==> src/rtl/b13_pkg.sv <==
// Shared types and constants for the B13 serial receive deframer.
package b13_pkg;

    typedef enum logic [1:0] {
        IDLE  = 2'd0,
        START = 2'd1,
        DATA  = 2'd2,
        STOP  = 2'd3
    } rx_state_t;

    localparam int BIT_TICKS_DEF = 104;
    localparam int DATA_BITS     = 8;

endpackage

==> src/rtl/b13_rx_deframer_if.sv <==
// Byte-side handshake of the deframer: data/valid/ready plus the two error pulses.
interface b13_rx_deframer_if;
    import b13_pkg::*;

    logic [DATA_BITS-1:0] rx_data;
    logic                 rx_valid;
    logic                 rx_ready;
    logic                 frame_err;
    logic                 overrun;

    modport master (
        output rx_data,
        output rx_valid,
        input  rx_ready,
        output frame_err,
        output overrun
    );

    modport slave (
        input  rx_data,
        input  rx_valid,
        output rx_ready,
        input  frame_err,
        input  overrun
    );

endinterface

==> src/rtl/b13_sync2.sv <==
// Two-flop synchronizer for the asynchronous serial line; resets to the idle (high) level.
module b13_sync2 (
    input  logic clock,
    input  logic reset,
    input  logic d,
    output logic q
);

    logic meta_r;
    logic sync_r;

    // Synchronizer stages, both forced to the idle level on reset.
    always_ff @(posedge clock) begin
        if (reset) begin
            meta_r <= 1'b1;
            sync_r <= 1'b1;
        end else begin
            meta_r <= d;
            sync_r <= meta_r;
        end
    end

    assign q = sync_r;

endmodule

==> src/rtl/b13_rx_deframer.sv <==
// UART-style receive deframer: start-edge detection, mid-bit sampling, stop check,
// and a one-deep output register with overrun reporting.
module b13_rx_deframer #(
    parameter int BIT_TICKS = b13_pkg::BIT_TICKS_DEF,
    parameter int DATA_BITS = b13_pkg::DATA_BITS
) (
    input  logic                      clock,
    input  logic                      reset,
    input  logic                      serial_in,
    b13_rx_deframer_if.master         rx_if,
    output logic                      busy
);
    import b13_pkg::*;

    localparam logic [6:0] HALF_TICK = 7'(BIT_TICKS / 2);
    localparam logic [6:0] LAST_TICK = 7'(BIT_TICKS - 1);
    localparam logic [2:0] LAST_BIT  = 3'(DATA_BITS - 1);

    logic       line_s;
    logic       line_prev_r;
    logic [1:0] flush_cnt_r;
    logic       fall_s;

    rx_state_t  state_r,   state_next_s;
    logic [6:0] tick_r,    tick_next_s;
    logic [2:0] bit_idx_r, bit_idx_next_s;
    logic [7:0] shift_r,   shift_next_s;
    logic       complete_s;
    logic       stop_err_s;

    logic [7:0] rx_data_r;
    logic       rx_valid_r;
    logic       frame_err_r;
    logic       overrun_r;
    logic       busy_r;

    b13_sync2 u_sync (
        .clock (clock),
        .reset (reset),
        .d     (serial_in),
        .q     (line_s)
    );

    // Edge history; held at 0 until the synchronizer has flushed its reset value,
    // so a line still low after reset cannot look like a falling edge.
    always_ff @(posedge clock) begin
        if (reset) begin
            flush_cnt_r <= 2'd0;
            line_prev_r <= 1'b0;
        end else begin
            if (flush_cnt_r != 2'd2) begin
                flush_cnt_r <= flush_cnt_r + 2'd1;
            end
            line_prev_r <= (flush_cnt_r == 2'd2) ? line_s : 1'b0;
        end
    end

    assign fall_s = line_prev_r & ~line_s;

    // FSM state, tick counter, bit index and shift register.
    always_ff @(posedge clock) begin
        if (reset) begin
            state_r   <= IDLE;
            tick_r    <= 7'd0;
            bit_idx_r <= 3'd0;
            shift_r   <= 8'd0;
        end else begin
            state_r   <= state_next_s;
            tick_r    <= tick_next_s;
            bit_idx_r <= bit_idx_next_s;
            shift_r   <= shift_next_s;
        end
    end

    // Next-state logic and bit sampling.
    always_comb begin
        state_next_s   = state_r;
        tick_next_s    = tick_r;
        bit_idx_next_s = bit_idx_r;
        shift_next_s   = shift_r;
        complete_s     = 1'b0;
        stop_err_s     = 1'b0;
        case (state_r)
            IDLE: begin
                bit_idx_next_s = 3'd0;
                // The detection cycle itself is tick 0, so the first START cycle is tick 1.
                if (fall_s) begin
                    state_next_s = START;
                    tick_next_s  = 7'd1;
                end else begin
                    state_next_s = IDLE;
                    tick_next_s  = 7'd0;
                end
            end
            START: begin
                if (tick_r == HALF_TICK) begin
                    tick_next_s = 7'd0;
                    if (!line_s) begin
                        state_next_s   = DATA;
                        bit_idx_next_s = 3'd0;
                    end else begin
                        state_next_s = IDLE;
                    end
                end else begin
                    tick_next_s = tick_r + 7'd1;
                end
            end
            DATA: begin
                if (tick_r == LAST_TICK) begin
                    tick_next_s             = 7'd0;
                    shift_next_s[bit_idx_r] = line_s;
                    if (bit_idx_r == LAST_BIT) begin
                        state_next_s   = STOP;
                        bit_idx_next_s = 3'd0;
                    end else begin
                        bit_idx_next_s = bit_idx_r + 3'd1;
                    end
                end else begin
                    tick_next_s = tick_r + 7'd1;
                end
            end
            STOP: begin
                if (tick_r == LAST_TICK) begin
                    tick_next_s  = 7'd0;
                    state_next_s = IDLE;
                    if (line_s) begin
                        complete_s = 1'b1;
                    end else begin
                        stop_err_s = 1'b1;
                    end
                end else begin
                    tick_next_s = tick_r + 7'd1;
                end
            end
            default: begin
                state_next_s = IDLE;
                tick_next_s  = 7'd0;
            end
        endcase
    end

    // Output register: load/consume handshake, error pulses and busy flag.
    always_ff @(posedge clock) begin
        if (reset) begin
            rx_data_r   <= 8'h00;
            rx_valid_r  <= 1'b0;
            frame_err_r <= 1'b0;
            overrun_r   <= 1'b0;
            busy_r      <= 1'b0;
        end else begin
            frame_err_r <= stop_err_s;
            overrun_r   <= complete_s & rx_valid_r & ~rx_if.rx_ready;
            busy_r      <= (state_next_s != IDLE);
            if (complete_s && (!rx_valid_r || rx_if.rx_ready)) begin
                rx_data_r  <= shift_r;
                rx_valid_r <= 1'b1;
            end else if (rx_valid_r && rx_if.rx_ready && !complete_s) begin
                rx_valid_r <= 1'b0;
            end
        end
    end

    assign rx_if.rx_data   = rx_data_r;
    assign rx_if.rx_valid  = rx_valid_r;
    assign rx_if.frame_err = frame_err_r;
    assign rx_if.overrun   = overrun_r;
    assign busy            = busy_r;

endmodule

==> src/flat_wrapper.sv <==
// flat-port wrapper written by rule: the top's interface ports become plain ports
module b13_rx_deframer_flat import b13_pkg::*;
#(
    parameter int BIT_TICKS = b13_pkg::BIT_TICKS_DEF,
    parameter int DATA_BITS = b13_pkg::DATA_BITS
)
  (clock, reset, serial_in, busy, rx_if_rx_data, rx_if_rx_valid, rx_if_rx_ready, rx_if_frame_err, rx_if_overrun);
  b13_rx_deframer_if rx_if_i ();
  input  logic clock;
  input  logic reset;
  input  logic serial_in;
  output logic busy;
  output wire logic [$bits(rx_if_i.rx_data)-1:0] rx_if_rx_data;
  output wire logic [$bits(rx_if_i.rx_valid)-1:0] rx_if_rx_valid;
  input wire logic [$bits(rx_if_i.rx_ready)-1:0] rx_if_rx_ready;
  output wire logic [$bits(rx_if_i.frame_err)-1:0] rx_if_frame_err;
  output wire logic [$bits(rx_if_i.overrun)-1:0] rx_if_overrun;
  assign rx_if_rx_data = rx_if_i.rx_data;
  assign rx_if_rx_valid = rx_if_i.rx_valid;
  assign rx_if_i.rx_ready = rx_if_rx_ready;
  assign rx_if_frame_err = rx_if_i.frame_err;
  assign rx_if_overrun = rx_if_i.overrun;
  b13_rx_deframer #(.BIT_TICKS(BIT_TICKS), .DATA_BITS(DATA_BITS)) u_core (.clock(clock), .reset(reset), .serial_in(serial_in), .rx_if(rx_if_i), .busy(busy));
endmodule
==> config.mk <==
export PLATFORM = sky130hd
export DESIGN_NAME = b13_rx_deframer_flat
export DESIGN_NICKNAME = d
export VERILOG_FILES = /design/src/rtl/b13_pkg.sv /design/src/rtl/b13_rx_deframer_if.sv /design/src/rtl/b13_sync2.sv /design/src/rtl/b13_rx_deframer.sv /design/src/flat_wrapper.sv
export SDC_FILE = /design/constraint.sdc
export NUM_CORES = 1
export LEC_CHECK = 0
export CORE_MARGIN = 5
export CORE_UTILIZATION = 45
export DETAILED_ROUTE_END_ITERATION = 12
export GPL_ROUTABILITY_DRIVEN = 0
export PLACE_DENSITY = 0.65
export SLEW_MARGIN = 30
export SYNTH_ARGS = -nofsm -noshare
export SYNTH_HDL_FRONTEND = slang
export SYNTH_SLANG_ARGS = --single-unit
==> constraint.sdc <==
create_clock -name clock -period 2.37 [get_ports clock]
set_input_delay 0.237 -clock clock [delete_from_list [all_inputs] [get_ports clock]]
set_output_delay 0.237 -clock clock [all_outputs]
set_load 0.01 [all_outputs]
After elaboration in Yosys (flattened, before gate mapping):

Index checks and enable logic that the tools add are counted.

* equality and inequality tests: 11
* $lt $le $gt $ge: 2
* add/subtract/negate cells: 3
* reduce and logical (&&, ||, !) cells: 16
* bitwise gates (word level): 8
* multiplexer cells: 25

Operator list (number)
* $pmux 7 s3: 1
* $mux 7: 2
* $mux 3: 4
* $mux 2: 5
* $mux 1: 9
* $pmux 3 s3: 1
* $bwmux 8: 1
* $pmux 2 s4: 1
* $add 7x1->7 const B: 1
* $eq 7x6->1 const B: 1
* $eq 7x7->1 const B: 1
* $eq 2x2->1 const B: 3
* $not 1->1: 5
* $logic_and 1x1->1: 4
* $lt 3x4->1 const B: 1
* $ne 2x1->1 const B: 2
* $ne 2x2->1 const B: 2
* $reduce_and 4->1: 1
* $reduce_bool 2->1: 2
* $reduce_or 2->1: 2
* $add 3x1->3 const B: 1
* $and 1x1->1: 3
* $demux 1 s3: 1
* $eq 3x3->1 const B: 1
* 9 further kinds: 10

* bits in registers: 37
* logic and storage cells: 78
* output and inout port bits: 12

Depth between registers and ports, before layout:

Gate-level depths: netlist of run 1.

* word-level depth: 7
* depth in mapped cells: 6

Modules after synthesis:

Synthesis of run 1 repeated with hierarchy kept, for this count alone.

* cell total of the unflattened synthesis: 169
* area total of the unflattened synthesis: 1649.1 um^2

Modules (own cells, without submodules)
* b13_rx_deframer: area each 1596.5 um^2, instances 1, cells an instance 165
* b13_sync2: area each 52.6 um^2, instances 1, cells an instance 4

Least setup slack after synthesis of run 1:

Ideal clock, no wire load.

* kind: reg2reg
* start: register u_core.tick_r[0]
* end: register u_core.busy_r (netlist: u_core.busy)
* stages on the path, launching flop included: 7
* path slack: 650 ps
* data arrival time: 1586 ps
* period minus slack after synthesis: 1720 ps
* setup time: 134 ps
* cell sequence: dfxtp_1 -> ha_1 -> and4b_1 -> buf_4 -> and3_4 -> o22ai_2 -> or4_1

* cells in the longest elaborated chain, start to end: 4
* elaborated cells between the ends (all ways): 7
* those cells by class: eq/ne (2); mux (4); reduce/logical (1)

RTL lines
* from (decl): line b13_rx_deframer.sv:25 `logic [6:0] tick_r, tick_next_s;`
* from (signal assigned): line b13_rx_deframer.sv:69 `tick_r <= tick_next_s;`
* $eq 7x7->1 or $eq 7x6->1 (tied branches): line b13_rx_deframer.sv:109, b13_rx_deframer.sv:123, b13_rx_deframer.sv:96
* $mux 2 (on tied branches): line b13_rx_deframer.sv:123, b13_rx_deframer.sv:96, b13_rx_deframer.sv:109
* $pmux 2 s4 *: line b13_rx_deframer.sv:83 `case (state_r)`
* $reduce_bool 2->1 *: line b13_rx_deframer.sv:153 `busy_r <= (state_next_s != IDLE);`
* to (signal assigned): line b13_rx_deframer.sv:153
* to (decl): line b13_rx_deframer.sv:35 `logic busy_r;`

Mark *: on every way between the ends. The rest lies on a longest branch, timed or not.
A chain may end at the register's enable or synchronous reset.

Worst setup path after layout of run 1:

Ends and elaborated chain as after synthesis.

==> impl_metrics.prom, run 1 <==
# TYPE chip_impl_metric gauge
chip_impl_metric{name="cts_made_buffers",unit=""} 5
chip_impl_info{name="synth.top_cells.by_area",value="sky130_fd_sc_hd__dfxtp_1 46%, sky130_fd_sc_hd__mux2i_1 9.4%, sky130_fd_sc_hd__nor2_1 4.2%, sky130_fd_sc_hd__ha_1 3.9%, sky130_fd_sc_hd__nand3_1 3.8%"} 1
chip_impl_metric{name="route.detailed.drc",unit=""} 0
chip_impl_metric{name="cp_data_arrival_time",unit="ns"} 2.11
chip_impl_metric{name="p_total",unit="mW"} 1.20
chip_impl_metric{name="grt_util_all_layers",unit="%"} 13.8
chip_impl_metric{name="initial_antenna_violation_count",unit=""} 0
chip_impl_metric{name="timing.critical_path.fanout_max",unit=""} 6
chip_impl_info{name="worst_hold_path_type",value="reg2reg"} 1
chip_impl_metric{name="pin_count",unit=""} 16
chip_impl_metric{name="final_period_minus_worst_setup_slack",unit="ns"} 1.89
chip_impl_metric{name="timing.final.crit_share",unit="%"} 79.9
chip_impl_metric{name="final.hold.worst_slack",unit="ns"} 0.418
chip_impl_metric{name="ctsHtreeMaxLevel",unit=""} 2
chip_impl_metric{name="synth_cells",unit=""} 167
chip_impl_metric{name="tritonroute_pass_1_iters",unit=""} 4
chip_impl_metric{name="cts.sink_count",unit=""} 37
chip_impl_metric{name="cts.repair.resized",unit=""} 0
chip_impl_metric{name="placementRows",unit=""} 21
chip_impl_metric{name="first_pass_grt_wire_length",unit="mm"} 5.34
chip_impl_metric{name="clk_path_buf_depth",unit=""} 2
chip_impl_info{name="grt_setup_unrepaired",value="no"} 1
chip_impl_metric{name="setup_tns",unit="ns"} 0
chip_impl_metric{name="final_max_slew_viol_count",unit=""} 0
chip_impl_metric{name="netlist_area",unit="sq um"} 1600
chip_impl_metric{name="drt_iter0_markers",unit=""} 100
chip_impl_info{name="r2r-start",value="u_core.tick_r[0]"} 1
chip_impl_metric{name="max_freq",unit="MHz"} 528
chip_impl_metric{name="detail-route-antenna-nets",unit=""} 0
chip_impl_metric{name="seq_area_frac_synth",unit="%"} 46.4
chip_impl_metric{name="max_slew.worst_pin.slew",unit="ns"} 0.524
chip_impl_info{name="timing.setup.critical_path_class",value="reg2reg"} 1
chip_impl_metric{name="core",unit="sq um"} 3390
chip_impl_metric{name="dr_total_vias",unit=""} 1253
chip_impl_info{name="cts-root-buf",value="sky130_fd_sc_hd__clkbuf_4"} 1
chip_impl_info{name="outcome",value="completed"} 1
chip_impl_metric{name="detailed_route_wire_length_per_cell",unit="um"} 13.5
chip_impl_metric{name="synth_nets",unit=""} 176
chip_impl_metric{name="power.density",unit="nW/um^2"} 641
chip_impl_metric{name="timing.clock.skew",unit="ns"} 0.0114
chip_impl_metric{name="finalSetupViolations",unit=""} 0
chip_impl_metric{name="synthDominantCellAreaShare",unit="%"} 46.4
chip_impl_metric{name="drive_gt1_share",unit="%"} 8.11
chip_impl_info{name="hold_path.startpoint",value="u_core.u_sync.meta_r"} 1
chip_impl_metric{name="leakagePower",unit="nW"} 0.771
chip_impl_metric{name="finalHoldViolations",unit=""} 0
chip_impl_metric{name="synth.lib_cells_used.distinct",unit=""} 37
chip_impl_metric{name="synthesis.yosys.warnings",unit=""} 0
chip_impl_metric{name="die_h",unit="um"} 69.6
chip_impl_metric{name="cts.clk_slew.worst_paths",unit="ns"} 0.11
chip_impl_metric{name="grt-ovfl-total",unit=""} 0
chip_impl_metric{name="ctsHoldBuffers",unit=""} 0
chip_impl_metric{name="cp.required",unit="ns"} 2.59
chip_impl_metric{name="grt_max_degree",unit=""} 23
chip_impl_metric{name="synth.ff_latch_count",unit=""} 37
chip_impl_info{name="tritoncts",value="built"} 1
chip_impl_metric{name="mean_area_per_synthesized_cell",unit="sq um"} 9.56
chip_impl_metric{name="number_of_nets_in_the_layout",unit=""} 193
chip_impl_metric{name="area_delta_synth_final",unit="%"} 17.2
chip_impl_metric{name="route.final.wire_length",unit="mm"} 3.12
chip_impl_info{name="startpoint_type",value="flop"} 1
chip_impl_metric{name="share_of_synthesized_flip_flops_with_an_asynchronous_set_or_reset",unit="%"} 0
chip_impl_metric{name="cap_violations",unit=""} 0
chip_impl_info{name="crit_path_start",value="u_core.tick_r[0]"} 1
chip_impl_info{name="end_kind",value="flop"} 1
chip_impl_metric{name="post_cts.repair.setup_buffers",unit=""} 0
chip_impl_metric{name="dieArea",unit="sq um"} 4840
chip_impl_metric{name="power.ir.vdd_worst",unit="V"} 0.000411
chip_impl_metric{name="synth_enable_flop_cells",unit=""} 0
chip_impl_metric{name="detailedPlacementHpwl",unit="mm"} 2.22
chip_impl_metric{name="io_buffers",unit=""} 15
chip_impl_metric{name="die_width",unit="um"} 69.6
chip_impl_metric{name="clkLatencyLatePin",unit="ns"} 0.33
chip_impl_metric{name="fillerInstances",unit=""} 312
chip_impl_metric{name="floorplan.initialDensity",unit="%"} 47.1
chip_impl_metric{name="first_global_vias",unit=""} 1159
chip_impl_info{name="postSynth.topFlopCell",value="sky130_fd_sc_hd__dfxtp_1"} 1
chip_impl_metric{name="avgViaCountPerCell",unit=""} 5.42
chip_impl_info{name="yosysTopAreaCell",value="sky130_fd_sc_hd__dfxtp_1"} 1
chip_impl_metric{name="max_slew_margin",unit="%"} 64.9
chip_impl_metric{name="diodes",unit=""} 0
chip_impl_metric{name="final_core_utilization",unit="%"} 55.2
[layout make-up]
class / count / area [sq um] / share of cell area [%]
multi-input cells: 119 / 811 / 43.3
repair buffers: 16 / 158 / 8.43
inverters: 5 / 18.8 / 1.00
clock inverters: 1 / 30.0 / 1.61
flip-flops and latches: 37 / 741 / 39.6
clock buffers: 7 / 55.1 / 2.94
well taps: 46 / 57.6 / 3.08
[per-stage QoR]
step                cells  instance area (sq um)  setup slack (ns)
global placement      223                   1790             0.533
detailed placement    223                   1790             0.475
global route          231                   1870             0.331
finish                231                   1870             0.476
CTS                   231                   1870             0.483
floorplan             167                   1600             0.650
[registers in the layout, indices dropped and copies added, names as in the netlist]
signal                  count
u_core.rx_if.rx_data        8
u_core.shift_r              8
u_core.tick_r               7
u_core.bit_idx_r            3
u_core.flush_cnt_r          2
u_core.state_r              2
u_core.busy                 1
u_core.line_prev_r          1
u_core.rx_if.frame_err      1
u_core.rx_if.overrun        1
u_core.rx_if.rx_valid       1
u_core.u_sync.meta_r        1
u_core.u_sync.q             1
[kinds of logic after synthesis]
group / share of synthesized area [%]
AND/OR/NAND/NOR: 27.0
flip-flops: 46.4
AO/OA/AOI/OAI: 7.21
multiplexers: 9.40
buffers and inverters: 2.82
XOR/XNOR: 3.29
adder cells (fa/ha/maj): 3.92
[power breakdown]
| part | internal [mW] | switching (mW) |
|---|---|---|
| clock | 0.252 | 0.197 |
| sequential | 0.644 | 0.0139 |
| combinational | 0.0402 | 0.0504 |
[cells in the mapped netlist, drive strengths merged, types with 5 or more instances]
| library cell | n |
|---|---|
| dfxtp | 37 |
| nand3 | 12 |
| nand2 | 13 |
| clkbuf | 5 |
| nor3 | 8 |
| mux2i | 15 |
| and3 | 5 |
| inv | 5 |
| ha | 5 |
| nor2 | 18 |
[cell usage in the layout (no fill, tap or decap), drive strengths merged, types with 2 or more instances in the layout]
cell and instances:
and4b 3, nand2b 2, nor2b 4, nand4 2
clkdlybuf4s50 15, nand2 13, clkbuf 7, xnor2 3
and3 5, or2 2, dfxtp 37, a21oi 4
nor3 8, a32o 3, ha 5, mux2i 15
nor2 18, nor3b 4, nand3 12, xor2 3
inv 5
[per-layer routing]
layer | up-vias | global-route usage, % | routed length, um
met5 | - | 0 | 0
met4 | 0 | 6.07 | 48
met1 | 578 | 17.3 | 1380
met2 | 40 | 21.2 | 1490
li1 | 630 | - | -
met3 | 5 | 4.78 | 192
[worst paths after layout]
check	end	slack, ns	cells past startpoint
setup reg to reg	u_core.busy	0.48	5
hold reg to reg	u_core.u_sync.q	0.42	1
setup / recovery	u_core.busy	0.48	5
hold / removal	u_core.u_sync.q	0.42	1
[critical path, cell delays in order, from the launching register on]
cell	delay, ns
sky130_fd_sc_hd__dfxtp_1	0.38
sky130_fd_sc_hd__ha_1	0.26
sky130_fd_sc_hd__nand4b_1	0.17
sky130_fd_sc_hd__nor2_1	0.39
sky130_fd_sc_hd__nor3b_1	0.12
sky130_fd_sc_hd__or4_1	0.47
Note: power is estimated with default switching activity, not from simulation.
==> run 2, diff against run 1 <==
PLACE_DENSITY = 0.68   (was 0.65)
clock period = 1.57 ns   (was 2.37 ns; I/O delays follow)
==> impl_metrics.prom, run 2 (synthesis results as in run 1) <==
# TYPE chip_impl_metric gauge
chip_impl_info{name="outcome",value="finished, violations left"} 1
chip_impl_info{name="violations",value="setup timing"} 1
chip_impl_metric{name="floorplan.initialDensity",unit="%"} 47.1
chip_impl_metric{name="power.density",unit="nW/um^2"} 833
chip_impl_info{name="end_kind",value="flop"} 1
chip_impl_metric{name="initial_antenna_violation_count",unit=""} 0
chip_impl_info{name="startpoint_type",value="flop"} 1
chip_impl_metric{name="dp.cells",unit=""} 242
chip_impl_metric{name="final_cell_count_no_fill",unit=""} 258
chip_impl_metric{name="avgViaCountPerCell",unit=""} 5.31
chip_impl_info{name="most-common-layout-cells",value="34 x sky130_fd_sc_hd__dfxtp_1, 23 x sky130_fd_sc_hd__buf_4, 17 x sky130_fd_sc_hd__nor2_1"} 1
chip_impl_metric{name="pin_count",unit=""} 16
chip_impl_metric{name="timing.final.crit_share",unit="%"} 108
chip_impl_metric{name="worst_setup_slack_final",unit="ns"} -0.130
chip_impl_metric{name="grt_util_all_layers",unit="%"} 15.4
chip_impl_metric{name="cp.required",unit="ns"} 1.82
chip_impl_metric{name="drt_iter0_markers",unit=""} 69
chip_impl_info{name="cts-root-buf",value="sky130_fd_sc_hd__clkbuf_4"} 1
chip_impl_metric{name="final_design_area_no_fill",unit="sq um"} 2210
chip_impl_info{name="tritoncts",value="built"} 1
chip_impl_metric{name="ctsHtreeMaxLevel",unit=""} 2
chip_impl_metric{name="dr_total_vias",unit=""} 1370
chip_impl_info{name="worst_path_max_delay_cell",value="sky130_fd_sc_hd__or3b_4"} 1
chip_impl_metric{name="max_freq",unit="MHz"} 588
chip_impl_metric{name="max_slew_margin",unit="%"} 78.3
chip_impl_metric{name="cts.sink_count",unit=""} 37
chip_impl_metric{name="detail-route-antenna-nets",unit=""} 0
chip_impl_metric{name="io_buffers",unit=""} 15
chip_impl_metric{name="dpl-instance-area",unit="sq um"} 1950
chip_impl_info{name="r2r-start",value="u_core.tick_r[0]"} 1
chip_impl_metric{name="finalHoldViolations",unit=""} 0
chip_impl_metric{name="dieArea",unit="sq um"} 4840
chip_impl_metric{name="drive_gt1_share",unit="%"} 28.3
chip_impl_metric{name="clk_path_buf_depth",unit=""} 2
chip_impl_metric{name="power.ir.vdd_worst",unit="V"} 0.000808
chip_impl_metric{name="timing.critical_path.fanout_max",unit=""} 3
chip_impl_metric{name="critical_path.n_buffers_inverters",unit=""} 1
chip_impl_info{name="hold_path.startpoint",value="serial_in"} 1
chip_impl_metric{name="cp_data_arrival_time",unit="ns"} 1.95
chip_impl_metric{name="core",unit="sq um"} 3390
chip_impl_metric{name="final_max_slew_viol_count",unit=""} 0
chip_impl_metric{name="setup_tns",unit="ns"} -0.476
chip_impl_metric{name="first_global_vias",unit=""} 1368
chip_impl_metric{name="finalSetupViolations",unit=""} 4
chip_impl_info{name="timing.setup.critical_path_class",value="reg2reg"} 1
chip_impl_info{name="path_delay_family",value="simple AND/OR/NAND/NOR gates"} 1
chip_impl_metric{name="area_delta_synth_final",unit="%"} 38.6
chip_impl_info{name="crit_path_start",value="u_core.tick_r[0]"} 1
chip_impl_metric{name="fillerInstances",unit=""} 271
chip_impl_metric{name="clkLatencyLatePin",unit="ns"} 0.36
chip_impl_metric{name="first_pass_grt_wire_length",unit="mm"} 6.06
chip_impl_metric{name="die_width",unit="um"} 69.6
chip_impl_metric{name="register_area",unit="sq um"} 747
chip_impl_metric{name="cts_made_buffers",unit=""} 5
chip_impl_metric{name="final_core_utilization",unit="%"} 65.3
chip_impl_info{name="layout_commonest_cell",value="sky130_fd_sc_hd__dfxtp_1"} 1
chip_impl_metric{name="diodes",unit=""} 0
chip_impl_metric{name="placementRows",unit=""} 21
chip_impl_metric{name="grt_max_degree",unit=""} 13
chip_impl_metric{name="final.hold.worst_slack",unit="ns"} 0.372
chip_impl_metric{name="cap_violations",unit=""} 0
chip_impl_metric{name="route.detailed.drc",unit=""} 0
chip_impl_metric{name="leakagePower",unit="nW"} 0.940
chip_impl_metric{name="number_of_nets_in_the_layout",unit=""} 220
chip_impl_metric{name="crit_cells",unit=""} 6
chip_impl_metric{name="final_period_minus_worst_setup_slack",unit="ns"} 1.70
chip_impl_metric{name="detailed_route_wire_length_per_cell",unit="um"} 14.0
chip_impl_metric{name="max_slew.worst_pin.slew",unit="ns"} 0.325
chip_impl_info{name="grt_setup_unrepaired",value="yes"} 1
chip_impl_info{name="worst_hold_path_type",value="in2reg"} 1
chip_impl_metric{name="tritonroute_pass_1_iters",unit=""} 4
chip_impl_metric{name="timing.clock.skew",unit="ns"} 0.0119
chip_impl_metric{name="critical-path-max-stage-delay",unit="ns"} 0.41
chip_impl_metric{name="min_path_cells",unit=""} 2
chip_impl_metric{name="cts.clk_slew.worst_paths",unit="ns"} 0.11
chip_impl_info{name="path_cells",value="inv_2 > ha_2 > and4bb_2 > or3b_4 > o2bb2ai_4 > a32o_1"} 1
chip_impl_metric{name="worst-r2r-cell-count",unit=""} 6
chip_impl_metric{name="grt-ovfl-total",unit=""} 0
chip_impl_metric{name="route.final.wire_length",unit="mm"} 3.60
chip_impl_metric{name="detailedPlacementHpwl",unit="mm"} 2.52
chip_impl_metric{name="area_occupied_by_multi_input_gates",unit="sq um"} 922
chip_impl_metric{name="die_h",unit="um"} 69.6
## run 2: per-layer routing
metal  track usage, %  up-vias  wire (um)  share of wire (%)
met5                0        -          0                  0
li1                 -      684          -                  -
met3             3.62        8        158                4.4
met1             17.7      650       1520                 42
met2             26.3       28       1840                 51
met4             7.81        0         82                2.3
## run 2: worst reg2reg max path: stages (launching register included)
cell                        delay, ns
sky130_fd_sc_hd__dfxtp_4         0.37
sky130_fd_sc_hd__inv_2           0.06
sky130_fd_sc_hd__ha_2            0.15
sky130_fd_sc_hd__and4bb_2        0.25
sky130_fd_sc_hd__or3b_4          0.41
sky130_fd_sc_hd__o2bb2ai_4       0.14
sky130_fd_sc_hd__a32o_1          0.21
## run 2: power breakdown
part | total (mW) | internal (mW) | switching [mW]
Combinational | 0.142 | 0.0677 | 0.0739
Clock | 0.712 | 0.378 | 0.334
Sequential | 0.990 | 0.972 | 0.0183
## run 2: cell type report
class	count	area share, %
Clock buffer	6	2.32
Clock inverter	2	1.70
Inverter	5	0.848
Multi-Input combinational cell	119	41.7
Sequential cell	37	33.7
Tap cell	46	2.60
Timing Repair Buffer	43	17.1
## run 2: what timing repair did
item / CTS / global route
setup endpoints to repair: 4 / 22
pin swaps: 0 / 6
buffers inserted: 1 / 7
hold buffers: 0 / 0
gates resized for setup: 2 / 19
## run 2: metrics by stage
| step | setup slack [ns] | power, mW |
|---|---|---|
| 2_1_floorplan | -0.0155 | 1.11 |
| 3_3_place_gp | -0.0501 | 1.14 |
| 3_5_place_dp | -0.100 | 1.15 |
| 4_1_cts | -0.106 | 1.86 |
| 5_1_grt | -0.189 | 1.93 |
| 6_report | -0.130 | 1.84 |
## run 2: worst paths after layout
| kind | end | slack (ns) |
|---|---|---|
| setup / recovery | u_core.bit_idx_r[1] | -0.13 |
| hold / removal | u_core.u_sync.meta_r | 0.37 |
| setup reg to reg | u_core.bit_idx_r[1] | -0.13 |
| hold reg to reg | u_core.u_sync.q | 0.42 |
